==> src/rtl/bp_be_late_wb_arbiter_pkg.sv <==
// ----------------------------------------------------------------------------
// bp_be_late_wb_arbiter_pkg
//
// Shared types for the late writeback arbiter:
//   bp_be_wb_pkt_s    - writeback packet exchanged between the late producers,
//                       the arbiter and the regfile late write ports
//   wb_pkt_width_lp   - packed width of bp_be_wb_pkt_s
//   bp_be_late_src_e  - round-robin grant encoding (long pipe / memory pipe)
// ----------------------------------------------------------------------------
package bp_be_late_wb_arbiter_pkg;

    localparam int dword_width_gp = 64;
    localparam int reg_addr_width_gp = 5;
    localparam int fflags_width_gp = 5;

    typedef struct packed {
        logic                         ird_w_v;
        logic                         frd_w_v;
        logic                         late;
        logic [reg_addr_width_gp-1:0] rd_addr;
        logic [dword_width_gp-1:0]    rd_data;
        logic                         fflags_w_v;
        logic [fflags_width_gp-1:0]   fflags;
    } bp_be_wb_pkt_s;

    localparam int wb_pkt_width_lp = $bits(bp_be_wb_pkt_s);

    typedef enum logic {
        e_late_src_long = 1'b0,
        e_late_src_mem  = 1'b1
    } bp_be_late_src_e;

endpackage

==> src/rtl/bp_be_late_wb_channel.sv <==
// ----------------------------------------------------------------------------
// bp_be_late_wb_channel
//
// One register class of the late writeback arbiter. Two valid/yumi sources
// (long pipe, memory pipe) compete for a single registered output slot.
// Ties go to the source not granted last; the last-grant bit resets to long,
// so the memory pipe wins the first tie after reset.
//
// Ports:
//   clk_i, reset_i          clock, synchronous active-high reset
//   long_pkt_i/_v_i/_yumi_o long pipe source (held by producer until yumi)
//   mem_pkt_i/_v_i/_yumi_o  memory pipe source (held by producer until yumi)
//   pkt_o, v_o              registered output packet and its valid
//   ready_and_i             consumer takes pkt_o this cycle when v_o is high
// ----------------------------------------------------------------------------
module bp_be_late_wb_channel
    import bp_be_late_wb_arbiter_pkg::*;
(
    input  logic          clk_i,
    input  logic          reset_i,

    input  bp_be_wb_pkt_s long_pkt_i,
    input  logic          long_v_i,
    output logic          long_yumi_o,

    input  bp_be_wb_pkt_s mem_pkt_i,
    input  logic          mem_v_i,
    output logic          mem_yumi_o,

    output bp_be_wb_pkt_s pkt_o,
    output logic          v_o,
    input  logic          ready_and_i
);

    logic            full_r;
    bp_be_wb_pkt_s   pkt_r;
    bp_be_late_src_e last_r;

    logic            can_accept;
    logic            accept;
    bp_be_late_src_e grant;

    // NOTE: every signal driven here gets a value on every path, so no latch
    // can be inferred.
    always_comb begin
        // Slot is free if empty, or if its current occupant drains this cycle.
        can_accept = !full_r || ready_and_i;
        accept     = !reset_i && can_accept && (long_v_i || mem_v_i);
        if (mem_v_i && (!long_v_i || last_r == e_late_src_long)) begin
            grant = e_late_src_mem;
        end else begin
            grant = e_late_src_long;
        end
    end

    assign long_yumi_o = accept && (grant == e_late_src_long);
    assign mem_yumi_o  = accept && (grant == e_late_src_mem);

    // NOTE: state registers use non-blocking assignments so every flop samples
    // the pre-edge values regardless of statement order.
    always_ff @(posedge clk_i) begin
        if (reset_i) begin
            full_r <= 1'b0;
            last_r <= e_late_src_long;
        end else if (accept) begin
            full_r <= 1'b1;
            last_r <= grant;
        end else if (ready_and_i) begin
            full_r <= 1'b0;
        end
    end

    // NOTE: the packet payload is qualified by full_r, so it carries no reset;
    // this keeps the wide data path free of reset fan-out.
    always_ff @(posedge clk_i) begin
        if (accept) begin
            pkt_r <= (grant == e_late_src_mem) ? mem_pkt_i : long_pkt_i;
        end
    end

    assign pkt_o = pkt_r;
    assign v_o   = full_r;

    // Source-side protocol checks: late packets only, and held until consumed.
    a_long_late : assert property (@(posedge clk_i) disable iff (reset_i)
        long_v_i |-> long_pkt_i.late);
    a_mem_late : assert property (@(posedge clk_i) disable iff (reset_i)
        mem_v_i |-> mem_pkt_i.late);
    a_long_hold : assert property (@(posedge clk_i) disable iff (reset_i)
        (long_v_i && !long_yumi_o) |=> long_v_i);
    a_mem_hold : assert property (@(posedge clk_i) disable iff (reset_i)
        (mem_v_i && !mem_yumi_o) |=> mem_v_i);

endmodule

==> src/rtl/bp_be_late_wb_arbiter.sv <==
// ----------------------------------------------------------------------------
// bp_be_late_wb_arbiter
//
// Consumer end of the late writeback valid/yumi interface. Long pipe
// (divide/sqrt) and memory pipe (late load) writebacks are arbitrated per
// register class and presented as one registered late write per cycle to each
// of the integer and FP register files. The two classes are independent and
// never stall each other.
//
// Ports:
//   clk_i, reset_i                     clock, synchronous active-high reset
//   long_iwb_* / mem_iwb_*             integer late sources (pkt, v, yumi)
//   long_fwb_* / mem_fwb_*             FP late sources (pkt, v, yumi)
//   iwb_pkt_o, iwb_v_o, iwb_ready_and_i  integer regfile late write port
//   fwb_pkt_o, fwb_v_o, fwb_ready_and_i  FP regfile late write port
//   busy_o                             either output register occupied
// ----------------------------------------------------------------------------
module bp_be_late_wb_arbiter
    import bp_be_late_wb_arbiter_pkg::*;
(
    input  logic          clk_i,
    input  logic          reset_i,

    input  bp_be_wb_pkt_s long_iwb_pkt_i,
    input  logic          long_iwb_v_i,
    output logic          long_iwb_yumi_o,

    input  bp_be_wb_pkt_s long_fwb_pkt_i,
    input  logic          long_fwb_v_i,
    output logic          long_fwb_yumi_o,

    input  bp_be_wb_pkt_s mem_iwb_pkt_i,
    input  logic          mem_iwb_v_i,
    output logic          mem_iwb_yumi_o,

    input  bp_be_wb_pkt_s mem_fwb_pkt_i,
    input  logic          mem_fwb_v_i,
    output logic          mem_fwb_yumi_o,

    output bp_be_wb_pkt_s iwb_pkt_o,
    output logic          iwb_v_o,
    input  logic          iwb_ready_and_i,

    output bp_be_wb_pkt_s fwb_pkt_o,
    output logic          fwb_v_o,
    input  logic          fwb_ready_and_i,

    output logic          busy_o
);

    bp_be_wb_pkt_s int_pkt;
    bp_be_wb_pkt_s fp_pkt;

    bp_be_late_wb_channel int_channel (
        .clk_i       (clk_i),
        .reset_i     (reset_i),
        .long_pkt_i  (long_iwb_pkt_i),
        .long_v_i    (long_iwb_v_i),
        .long_yumi_o (long_iwb_yumi_o),
        .mem_pkt_i   (mem_iwb_pkt_i),
        .mem_v_i     (mem_iwb_v_i),
        .mem_yumi_o  (mem_iwb_yumi_o),
        .pkt_o       (int_pkt),
        .v_o         (iwb_v_o),
        .ready_and_i (iwb_ready_and_i)
    );

    bp_be_late_wb_channel fp_channel (
        .clk_i       (clk_i),
        .reset_i     (reset_i),
        .long_pkt_i  (long_fwb_pkt_i),
        .long_v_i    (long_fwb_v_i),
        .long_yumi_o (long_fwb_yumi_o),
        .mem_pkt_i   (mem_fwb_pkt_i),
        .mem_v_i     (mem_fwb_v_i),
        .mem_yumi_o  (mem_fwb_yumi_o),
        .pkt_o       (fp_pkt),
        .v_o         (fwb_v_o),
        .ready_and_i (fwb_ready_and_i)
    );

    // Each regfile port only ever performs its own class of write, so the
    // other class's write enables are cleared on the way out. These are
    // constant overrides of register bits; the output stays registered.
    always_comb begin
        iwb_pkt_o            = int_pkt;
        iwb_pkt_o.frd_w_v    = 1'b0;
        iwb_pkt_o.fflags_w_v = 1'b0;

        fwb_pkt_o            = fp_pkt;
        fwb_pkt_o.ird_w_v    = 1'b0;
    end

    assign busy_o = iwb_v_o || fwb_v_o;

    // Register-class checks on the sources.
    a_long_iwb_class : assert property (@(posedge clk_i) disable iff (reset_i)
        long_iwb_v_i |-> long_iwb_pkt_i.ird_w_v);
    a_mem_iwb_class : assert property (@(posedge clk_i) disable iff (reset_i)
        mem_iwb_v_i |-> mem_iwb_pkt_i.ird_w_v);
    a_long_fwb_class : assert property (@(posedge clk_i) disable iff (reset_i)
        long_fwb_v_i |-> long_fwb_pkt_i.frd_w_v);
    a_mem_fwb_class : assert property (@(posedge clk_i) disable iff (reset_i)
        mem_fwb_v_i |-> mem_fwb_pkt_i.frd_w_v);

endmodule

==> config.mk <==
export PLATFORM = sky130hd
export DESIGN_NAME = bp_be_late_wb_arbiter
export DESIGN_NICKNAME = d
export VERILOG_FILES = /design/src/rtl/bp_be_late_wb_arbiter_pkg.sv /design/src/rtl/bp_be_late_wb_channel.sv /design/src/rtl/bp_be_late_wb_arbiter.sv
export SDC_FILE = /design/constraint.sdc
export NUM_CORES = 1
export LEC_CHECK = 0
export ABC_CLOCK_PERIOD_IN_PS = 13300
export CAP_MARGIN = 20
export CORE_AREA = 2 2 190 192
export DETAILED_ROUTE_END_ITERATION = 6
export DIE_AREA = 0 0 192 194
export SLEW_MARGIN = 20
export SYNTH_ARGS = -nofsm -noshare
export SYNTH_HDL_FRONTEND = slang
export SYNTH_SLANG_ARGS = --single-unit
==> constraint.sdc <==
create_clock -name clk_i -period 13.3 [get_ports clk_i]
set_clock_uncertainty 0.1 [all_clocks]
set_input_delay 2.66 -clock clk_i [delete_from_list [all_inputs] [get_ports clk_i]]
set_output_delay 2.66 -clock clk_i [all_outputs]
set_load 0.03 [all_outputs]
* Word level (Yosys, flattened, before mapping)
Cells that the tools add are included.
** Storage, ports and cells
- Output and inout bits :: 163
- Input bits :: 320
- ROM bits :: 0
- Memories kept :: 0
- Bits in registers :: 157
- Bits in writable memories :: 0
- Bits in latches :: 0
- Word-level logic and storage cells :: 51
** Cells by class
- Equality and inequality tests :: 0
- $lt $le $gt $ge :: 0
- Add/sub/neg operators :: 0
- $mul :: 0
- Bitwise logic cells :: 4
- Muxes and demuxes :: 8
- Divide/modulo/power cells :: 0
- Shift-type cells :: 0
- Reduce and logical (&&, ||, !) cells :: 24
** Operators with widths (count)
- 2-to-1 mux 78 bit :: 1
- 2-to-1 mux 77 bit :: 1
- logical AND 1 bit :: 10
- logical OR 1 bit :: 7
- 2-to-1 mux 1 bit :: 6
- logical NOT 1 bit :: 5
- NOT 1 bit :: 4
- nonzero test 2 bit :: 2

* Longest topological paths before layout
Gate-level depths: netlist of the first run.
- Word-level depth :: 6
- Gate-level depth with buffers :: 5
- Mapped depth without buffers :: 3

* By module
From an unflattened synthesis of the first run, not the netlist that was laid out.
** Second synthesis, totals
- Cells, all modules :: 361
- Area total of the unflattened synthesis :: 6854.1 um2
** Modules (own cells, without submodules)
- bp_be_late_wb_channel :: area each 3410.8 um2, seq. area each 2382.3 um2, times used 2, cells an instance 178
- bp_be_late_wb_arbiter :: area each 32.5 um2, seq. area each 0.0 um2, times used 1, cells an instance 5

* Least setup slack after synthesis of the first run
Ideal clock, no wire load.
- Kind :: input-to-reg
- Start point :: input port reset_i
- End point :: register fp_channel.pkt_r, in the netlist fp_channel.pkt_o[0], enable pin
- Stages on the path :: 2
- Required time :: 12.573 ns
- Path buffers :: 1
- Slack :: 4.021 ns
- Arrival time :: 8.552 ns
- Library setup time :: 0.627 ns
- Cells stage by stage :: clkbuf_1 -> a211oi_1
** Between the ends
- Cells in the longest elaborated chain, start to end :: 3
** Ends and longest elaborated chain
- start: declaration :: RTL line bp_be_late_wb_arbiter.sv:22 : input logic reset_i,
- logical NOT 1 bit :: RTL line bp_be_late_wb_channel.sv:48 : accept = !reset_i && can_accept && (long_v_i || mem_v_i);
- logical AND 1 bit (2 in series) :: RTL line bp_be_late_wb_channel.sv:48
- via fp_channel.accept :: RTL line bp_be_late_wb_channel.sv:40 : logic accept;
- end signal: assignment :: RTL line bp_be_late_wb_channel.sv:77 : pkt_r <= (grant == e_late_src_mem) ? mem_pkt_i : long_pkt_i;
- end: declaration :: RTL line bp_be_late_wb_channel.sv:36 : bp_be_wb_pkt_s pkt_r;
The timed path passes the listed nets, and every way through them passes these cells.
A chain may end at the register's enable or synchronous reset.

* Final worst setup path of the first run
- Start point :: input port mem_iwb_v_i
- End point :: output port mem_iwb_yumi_o
** Between the ends
- Cells in the longest elaborated chain, start to end :: 3
- Elaborated cells on any way between the ends :: 5
- Those cells by class :: mux (1); reduce/logical (4)
** Ends and longest elaborated chain
- start: declaration :: RTL line bp_be_late_wb_arbiter.sv:33 : input logic mem_iwb_v_i,
- logical AND 1 bit / logical OR 1 bit (equally long branches) :: RTL line bp_be_late_wb_channel.sv:49, bp_be_late_wb_channel.sv:48
- 2-to-1 mux 1 bit / logical AND 1 bit (equally long branches) :: RTL line bp_be_late_wb_channel.sv:49, bp_be_late_wb_channel.sv:48
- logical AND 1 bit * :: RTL line bp_be_late_wb_channel.sv:57 : assign mem_yumi_o = accept && (grant == e_late_src_mem);
- end: declaration :: RTL line bp_be_late_wb_arbiter.sv:34 : output logic mem_iwb_yumi_o,
Every way passes the cells marked *; elsewhere a longest branch is shown, timed or not.

==> results of run 1 <==
## power groups by stage
stage                     clock network [µW]  registers (µW)  logic (µW)
final                                    490             596         312
after global routing                     528             599         330
after CTS                                510             597         317
after detailed placement                   0             607         316
after global placement                     0             606         314
after floorplan                            0             675        85.0
## logic make-up (layout without fill, tap and decap cells)
family          count (synthesis)  in the layout
other cells                     1              3
mux                           153            153
flops                         157            157
buf+inv                        24            512
compound gates                 10             10
simple gates                   13             13
## per-layer routing
metal / track usage / part of all wire / vias up
li1: - / - / 2347
met1: 0.117 / 0.36 / 2264
met2: 0.201 / 0.50 / 306
met3: 0.0576 / 0.13 / 23
met4: 0.0435 / 0.017 / 0
met5: 0 / 0 / -
## metrics by stage
stage	hold WS (ns)	power (µW)
after floorplan	0.406	760
after global placement	0.420	919
after detailed placement	0.435	923
after CTS	0.447	1420
after global routing	0.502	1460
final	0.448	1400
## cell type report
type                            count  share of cell area
Clock buffer                       21              0.0347
Clock inverter                     10             0.00966
Inverter                            4             0.00118
Multi-Input combinational cell    179               0.165
Sequential cell                   157               0.368
Tap cell                          461              0.0454
Timing Repair Buffer              477               0.375
## worst min-delay path by stage
| stage | from | to | slack, ns | cells after the start |
|---|---|---|---|---|
| 4_1_cts | int_channel.last_r | int_channel.last_r | 0.45 | 2 |
| 3_5_place_dp | int_channel.last_r | int_channel.last_r | 0.44 | 2 |
| 6_report | fp_channel.last_r | fp_channel.last_r | 0.45 | 2 |
| 2_1_floorplan | fp_channel.last_r | fp_channel.last_r | 0.41 | 2 |
| 3_3_place_gp | int_channel.last_r | int_channel.last_r | 0.42 | 2 |
| 5_1_grt | fp_channel.last_r | fp_channel.last_r | 0.50 | 2 |
## flip-flops by register name, summed over array words and instances (netlist names)
register            cells
fp_channel.last_r       1
int_channel.last_r      1
int_channel.v_o         1
int_channel.pkt_o      76
fp_channel.pkt_o       77
fp_channel.v_o          1
## worst max-delay path: cells and delay by family
kind	cells	cell delay [ns]
buf+inv	3	1.29
simple gates	1	0.29
compound gates	1	0.60
## layout by cell type (no fill, tap or decap)
cell type                         instances
sky130_fd_sc_hd__clkdlybuf4s50_1        473
sky130_fd_sc_hd__edfxtp_1               153
sky130_fd_sc_hd__mux2_2                 105
sky130_fd_sc_hd__mux2_4                  48
sky130_fd_sc_hd__clkbuf_16               17
sky130_fd_sc_hd__o21ai_0                  4
sky130_fd_sc_hd__nor3_1                   4
sky130_fd_sc_hd__clkbuf_1                 4
sky130_fd_sc_hd__clkinv_1                 4
sky130_fd_sc_hd__dfxtp_1                  4
sky130_fd_sc_hd__buf_4                    4
sky130_fd_sc_hd__conb_1                   3
sky130_fd_sc_hd__bufinv_16                3
sky130_fd_sc_hd__inv_1                    2
sky130_fd_sc_hd__inv_2                    2
sky130_fd_sc_hd__nor2b_1                  2
sky130_fd_sc_hd__a211oi_4                 2
sky130_fd_sc_hd__a21oi_4                  2
sky130_fd_sc_hd__nor3b_2                  2
sky130_fd_sc_hd__or3_1                    2
sky130_fd_sc_hd__a21oi_1                  2
sky130_fd_sc_hd__nor2_1                   2
sky130_fd_sc_hd__clkinv_2                 2
sky130_fd_sc_hd__or2_2                    1
sky130_fd_sc_hd__clkinvlp_4               1
==> out/results.env, run 1 <==
RUN_STATUS='complete, no violations'
WORST_IR_DROP_VDD_V=0.0000855
ROWS=69
AREAGROWTHSYNTHTOFINISH_PCT=83.3
CRIT_PATH_MAX_FANOUT=17
TIMING.CRITICAL_PATH.SLOWEST_STAGE_CELL='sky130_fd_sc_hd__clkdlybuf4s50_1'
PLACE.DETAILED.HPWL_MM=17.2
FINALSETUPVIOLATIONS=0
POWER.DENSITY_nW_PER_UM2=110
NUMBER_OF_ITERATIONS_IN_THE_FIRST_DETAILED_ROUTING_PASS=4
CTS_RESIZED=0
ROUTE.VIAS.TOTAL=4940
CLOCK_TREE.BUFFER_DEPTH=2
WORSTREG2REGEND='int_channel.pkt_o[11]'
H_TREE_LVL_COUNT=4
YOSYS_MOST_USED_DFF='sky130_fd_sc_hd__edfxtp_1'
MAX_FREQ_GHz=0.131
CRIT-REG2REG-LAUNCH='int_channel.last_r'
PIN_COUNT=483
MUX_CONTRIBUTION_TO_SYNTHESIZED_AREA=0.275
FINAL_LAYOUT_SIZE_SUFFIX_GT1_FRAC=0.223
STARTPOINT_TYPE='input pin'
SYNTHESIS.YOSYS.WARNINGS=0
CAP_VIOLATIONS=0
LEAKAGE_uW=0.00449
WORSTSKEWPAIRLATENCY_NS=0.44
P_SW_uW=342
GRT_MAX_DEGREE=73
HOLDBUFCOUNTCTS=0
REG2REG_SETUP_SLACK_NS=10.69
POST_SYNTH_MAIN_AREA_CONTRIBUTORS='sky130_fd_sc_hd__edfxtp_1 (66%), sky130_fd_sc_hd__mux2_2 (17%), sky130_fd_sc_hd__mux2_4 (10%)'
NUMBER_OF_REMAINING_DRC_ERRORS=0
SYNTH_XOR_XNOR_AREA_SHARE=0
PLACE.DETAILED.INSTANCES=1278
P_INT_uW=1060
GRT_USE_TOTAL=0.115
CLKPWRFRAC=0.350
SYNTH-SEQ-CELLS=157
POSTLAYOUTCELLAREA_UM2=12700
SYNTH_COMPOUND_AREA_FRAC=0.0112
ASYNC_FLOP_SHARE=0
CLASSIFICATION_OF_THE_WORST_SETUP_PATH='in -> out'
CTS_TREE='built'
FINALCRITICALPERIOD_NS=7.62
ANTENNA_FOUND_INITIAL=0
FINAL-INSTANCE-COUNT-EXCL-FILL=1309
POST-SYNTH-TOP-COUNT-CELL='sky130_fd_sc_hd__edfxtp_1'
SLEW_VIOLATIONS=0
ROUTE.FINAL.WIRE_LENGTH_MM=22.2
GRT_SETUP_UNREPAIRED='no'
DIODES=0
DIE_HEIGHT_UM=194
ROUTEDWLPERCELL_UM=16.9
GLOBAL_ROUTE.OVERFLOW_TOTAL=0
CLOCKROOTBUFFER='sky130_fd_sc_hd__clkbuf_16'
CRIT_ARRIVAL_NS=4.86
MULTIINPUTGATEAREA_UM2=2100
CTS_POST_SETUP_BUFFERS_INSERTED=0
DIE_W_UM=192
POST_SYNTH_NUM_CELL_TYPES=22
SYNTH-SEQ-AREA-SHARE=0.675
DRTITER0DRC=93
CRIT_PATH_END_KIND='output pin'
SEQPWRFRAC=0.426
FINAL_CORE_UTILIZATION=0.360
YS_TOP_CELLS_BY_COUNT='sky130_fd_sc_hd__edfxtp_1 (153), sky130_fd_sc_hd__mux2_2 (105), sky130_fd_sc_hd__mux2_4 (48), sky130_fd_sc_hd__buf_4 (8), sky130_fd_sc_hd__buf_6 (6)'
SYNTH-SIMPLE-AREA-SHARE=0.0121
DIE_AREA_UM2=37200
AREA.SEQUENTIAL_UM2=4670
NETLIST.AREA_LEADER.SHARE=0.664
FINALNETCOUNT=1156
POSTLAYOUTSETUPSLACKWORST_NS=5.68
AREA_AFTER_DPL_UM2=12100
TIMING.REG2REG.WORST_PATH_DEPTH=3
FILL_CELLS=3455
GRT_PASS1_WL_MM=31.4
CRIT_PATH_END='mem_iwb_yumi_o'
PRE_CTS_WS_NS=5.66
NETLIST.TOP_CELL.BY_AREA='sky130_fd_sc_hd__edfxtp_1'
FINAL_MIN_PERIOD_OVER_CLOCK_PERIOD=0.573
WORST_HOLD_PATH_TYPE='reg -> reg'
POST_SYNTH_INST_COUNT=358
SYN_AREA_UM2=6920
ROUTE.DETAILED.VIAS_PER_INST=3.77
SYNTH_ADDER_AREA_SHARE=0
POWER_SWITCHING_SHARE=0.244
CLOCK-SINKS=157
CTS_BUFFERS=17
CP_DATA_REQUIRED_TIME_NS=10.54
DESIGN.CORE.AREA_UM2=35200
FINAL_ANTENNA_NET_COUNT=0
CLK_TRANSITION_REPORTED_PATHS_NS=0.06
GPL.FINAL_WEIGHTED_CONGESTION=0.720
MAX_STAGE_DELAY_NS=0.71
FIRST_GLOBAL_VIAS=5224
CRIT_PATH_FREQUENT_CELL='sky130_fd_sc_hd__clkdlybuf4s50_1'
CRITICAL_PATH.CELL_CHAIN='clkdlybuf4s50_1, inv_2, a21oi_4, nor3b_2, clkdlybuf4s50_1'
SETUP_TOTAL_NEGATIVE_SLACK_NS=0
SYN_AVG_CELL_AREA_UM2=19.3
LARGEST_FAMILY_OF_LOGIC_CELLS_BY_SYNTHESIZED_AREA='multiplexers'
PORT-BUFFER-COUNT=473
MAX_SLEW_MARGIN=0.303
POST_SYNTH_EDFFS=153
FINALHOLDVIOLCOUNT=0
WORST_SLEW_PIN_SLEW_NS=1.05
CRITPATHLAUNCH='mem_iwb_v_i'
PWR-SHARE-COMB=0.223
START_UTIL=0.197
Note: power is estimated with default switching activity, not from simulation.
==> run 2: changes to the inputs <==
--- a/config.mk
+++ b/config.mk
@@ -5,7 +5,7 @@
 export SDC_FILE = /design/constraint.sdc
 export NUM_CORES = 1
 export LEC_CHECK = 0
-export ABC_CLOCK_PERIOD_IN_PS = 13300
+export ABC_CLOCK_PERIOD_IN_PS = 6800
 export CAP_MARGIN = 20
 export CORE_AREA = 2 2 190 192
 export DETAILED_ROUTE_END_ITERATION = 6
==> constraint.sdc (replaced) <==
create_clock -name clk_i -period 6.8 [get_ports clk_i]
set_clock_uncertainty 0.1 [all_clocks]
set_input_delay 1.36 -clock clk_i [delete_from_list [all_inputs] [get_ports clk_i]]
set_output_delay 1.36 -clock clk_i [all_outputs]
set_load 0.03 [all_outputs]
==> run 2 against run 1 <==
Register-to-register slack got worse by 6.4 ns. Sequential share of layout area barely moved. Power rose by 94%. Final cell count rose by 0.23%. Via count rose by 2.4%. Flip-flop and latch count did not move. Highest routed layer unchanged.
==> out/results.env, run 2 (synthesis results as in run 1) <==
FINALNETCOUNT=1156  # unchanged
ROUTE.DETAILED.VIAS_PER_INST=3.86  # +2.2%
LAYOUT_COMMONEST_CELL='sky130_fd_sc_hd__clkdlybuf4s50_1'
CP_DATA_REQUIRED_TIME_NS=5.34  # -5.20 ns
FINALCRITICALPERIOD_NS=4.84
POWER.DENSITY_nW_PER_UM2=214  # +94%
POWER_SWITCHING_SHARE=0.252  # +0.00745
MOSTFREQUENTLAYOUTCELLS='sky130_fd_sc_hd__clkdlybuf4s50_1 (473), sky130_fd_sc_hd__edfxtp_1 (153), sky130_fd_sc_hd__mux2_2 (105)'
NUMBER_OF_REMAINING_DRC_ERRORS=0  # unchanged
LEAKAGE_uW=0.00449  # about the same
ANTENNA_FOUND_INITIAL=2  # +2
WORST_IR_DROP_VDD_V=0.000160  # +87%
FINALSETUPVIOLATIONS=0  # unchanged
GRT_USE_TOTAL=0.120  # +0.00483
H_TREE_LVL_COUNT=4  # unchanged
P_SW_uW=684  # +100%
MAX_SLEW_MARGIN=0.305  # +0.00266
WORST_HOLD_PATH_TYPE='reg -> reg'
DRTITER0DRC=107  # +15%
CLK_TRANSITION_REPORTED_PATHS_NS=0.07  # about the same
PLACE.DETAILED.HPWL_MM=18.3  # +6.2%
PIN_COUNT=483  # unchanged
FINAL_ANTENNA_NET_COUNT=0  # unchanged
CRIT_PATH_MAX_FANOUT=14  # -3
CTS_RESIZED=0  # unchanged
RUN_STATUS='complete, no violations'
PWR-SHARE-COMB=0.226  # +0.003
SLEW_VIOLATIONS=0  # unchanged
MULTIINPUTGATEAREA_UM2=2100  # unchanged
CTS_BUFFERS=17  # unchanged
CRIT_ARRIVAL_NS=3.38  # -1.48 ns
ROUTEDWLPERCELL_UM=17.8  # +5.0%
POWER.TOTAL_uW=2720  # +94%
CLASSIFICATION_OF_THE_WORST_SETUP_PATH='in -> out'
NUMBER_OF_FLIP_FLOPS_IN_THE_LARGEST_REGISTER=77  # unchanged
CRIT_PATH_END_KIND='output pin'
GRT_MAX_DEGREE=78  # +6.8%
GPL.FINAL_WEIGHTED_CONGESTION=0.720  # about the same
CLKPWRFRAC=0.344  # -0.006
SETUP_TOTAL_NEGATIVE_SLACK_NS=0  # unchanged
WORST_SLEW_PIN_SLEW_NS=1.04  # -0.00400 ns
STARTPOINT_TYPE='input pin'
GRT_PASS1_WL_MM=32.2  # +2.4%
WORSTSKEWPAIRLATENCY_NS=0.44  # about the same
FINAL_LAYOUT_SIZE_SUFFIX_GT1_FRAC=0.227  # +0.00445
START_UTIL=0.197  # unchanged
SEQPWRFRAC=0.430  # +0.004
POSTLAYOUTSETUPSLACKWORST_NS=1.96  # -3.72 ns
CLOCKROOTBUFFER='sky130_fd_sc_hd__clkbuf_16'
AREAGROWTHSYNTHTOFINISH_PCT=83.3  # about the same
FIRST_GLOBAL_VIAS=5312  # +1.7%
GRT_SETUP_UNREPAIRED='no'
CTS_POST_SETUP_BUFFERS_INSERTED=0  # unchanged
CLOCK_TREE.BUFFER_DEPTH=2  # unchanged
FILL_CELLS=3450  # -0.14%
FINAL-INSTANCE-COUNT-EXCL-FILL=1312  # +0.23%
ROUTE.VIAS.TOTAL=5060  # +2.4%
HOLDBUFCOUNTCTS=0  # unchanged
CLOCK-SINKS=157  # unchanged
ROWS=69  # unchanged
NUMBER_OF_ITERATIONS_IN_THE_FIRST_DETAILED_ROUTING_PASS=5  # +1
P_INT_uW=2030  # +92%
REG2REG_SETUP_SLACK_NS=4.28  # -6.41 ns
MAX_FREQ_GHz=0.206
DIE_AREA_UM2=37200  # unchanged
FINALHOLDVIOLCOUNT=0  # unchanged
PORT-BUFFER-COUNT=473  # unchanged
PRE_CTS_WS_NS=1.94  # -3.72 ns
GLOBAL_ROUTE.OVERFLOW_TOTAL=0  # unchanged
DIE_W_UM=192  # unchanged
DESIGN.CORE.AREA_UM2=35200  # unchanged
ROUTE.FINAL.WIRE_LENGTH_MM=23.3  # +5.3%
DIE_HEIGHT_UM=194  # unchanged
CAP_VIOLATIONS=0  # unchanged
CTS_TREE='built'
PLACE.DETAILED.INSTANCES=1278  # unchanged
AREA.SEQUENTIAL_UM2=4670  # unchanged
FINAL_MIN_PERIOD_OVER_CLOCK_PERIOD=0.712
## run 2: changes by cell type in the layout (fill, tap and decap cells not counted), sizes merged
cell      before  now
bufinv         3    2
clkinv         6   10
diode          0    2
clkinvlp       1    2
clkbuf        21   18
## run 2: area by class of cell
class,instances,area share
Antenna cell,2,0.000394
Sequential cell,157,0.368
Clock buffer,18,0.0338
Inverter,4,0.00118
Timing Repair Buffer,477,0.375
Tap cell,461,0.0454
Multi-Input combinational cell,179,0.166
Clock inverter,14,0.0101
## run 2: power groups by stage
stage | registers [µW] | logic [µW] | clock network, µW
after floorplan | 1320 | 167 | 0
after global placement | 1190 | 617 | 0
after detailed placement | 1190 | 622 | 0
after CTS | 1170 | 624 | 969
after global routing | 1170 | 647 | 1010
final | 1170 | 615 | 934
## run 2: path summary, 6_finish.rpt
| kind | cells after the start | start | to |
|---|---|---|---|
| max | 5 | mem_iwb_v_i | mem_iwb_yumi_o |
| min reg2reg | 2 | int_channel.last_r | int_channel.last_r |
| max reg2reg | 3 | int_channel.last_r | int_channel.pkt_o[41] |
| min | 2 | int_channel.last_r | int_channel.last_r |
## run 2: metrics by stage
step	hold slack, ns	util	area, µm²
after floorplan	0.406	-	6940
after global placement	0.420	0.344	12100
after detailed placement	0.437	0.344	12100
after CTS	0.446	0.360	12700
after global routing	0.487	0.360	12700
final	0.439	0.360	12700
## run 2: worst max-delay path, cell delays in order
cell	delay, ns
sky130_fd_sc_hd__clkdlybuf4s50_1	0.49
sky130_fd_sc_hd__inv_2	0.08
sky130_fd_sc_hd__a21oi_4	0.48
sky130_fd_sc_hd__nor3b_2	0.26
sky130_fd_sc_hd__clkdlybuf4s50_1	0.71
## run 2: routing by layer
layer,vias to the layer above,share of wire,GRT usage
met2,305,0.51,0.219
met3,22,0.12,0.0539
met1,2384,0.35,0.118
met4,0,0.019,0.0435
met5,-,0,0
li1,2349,-,-
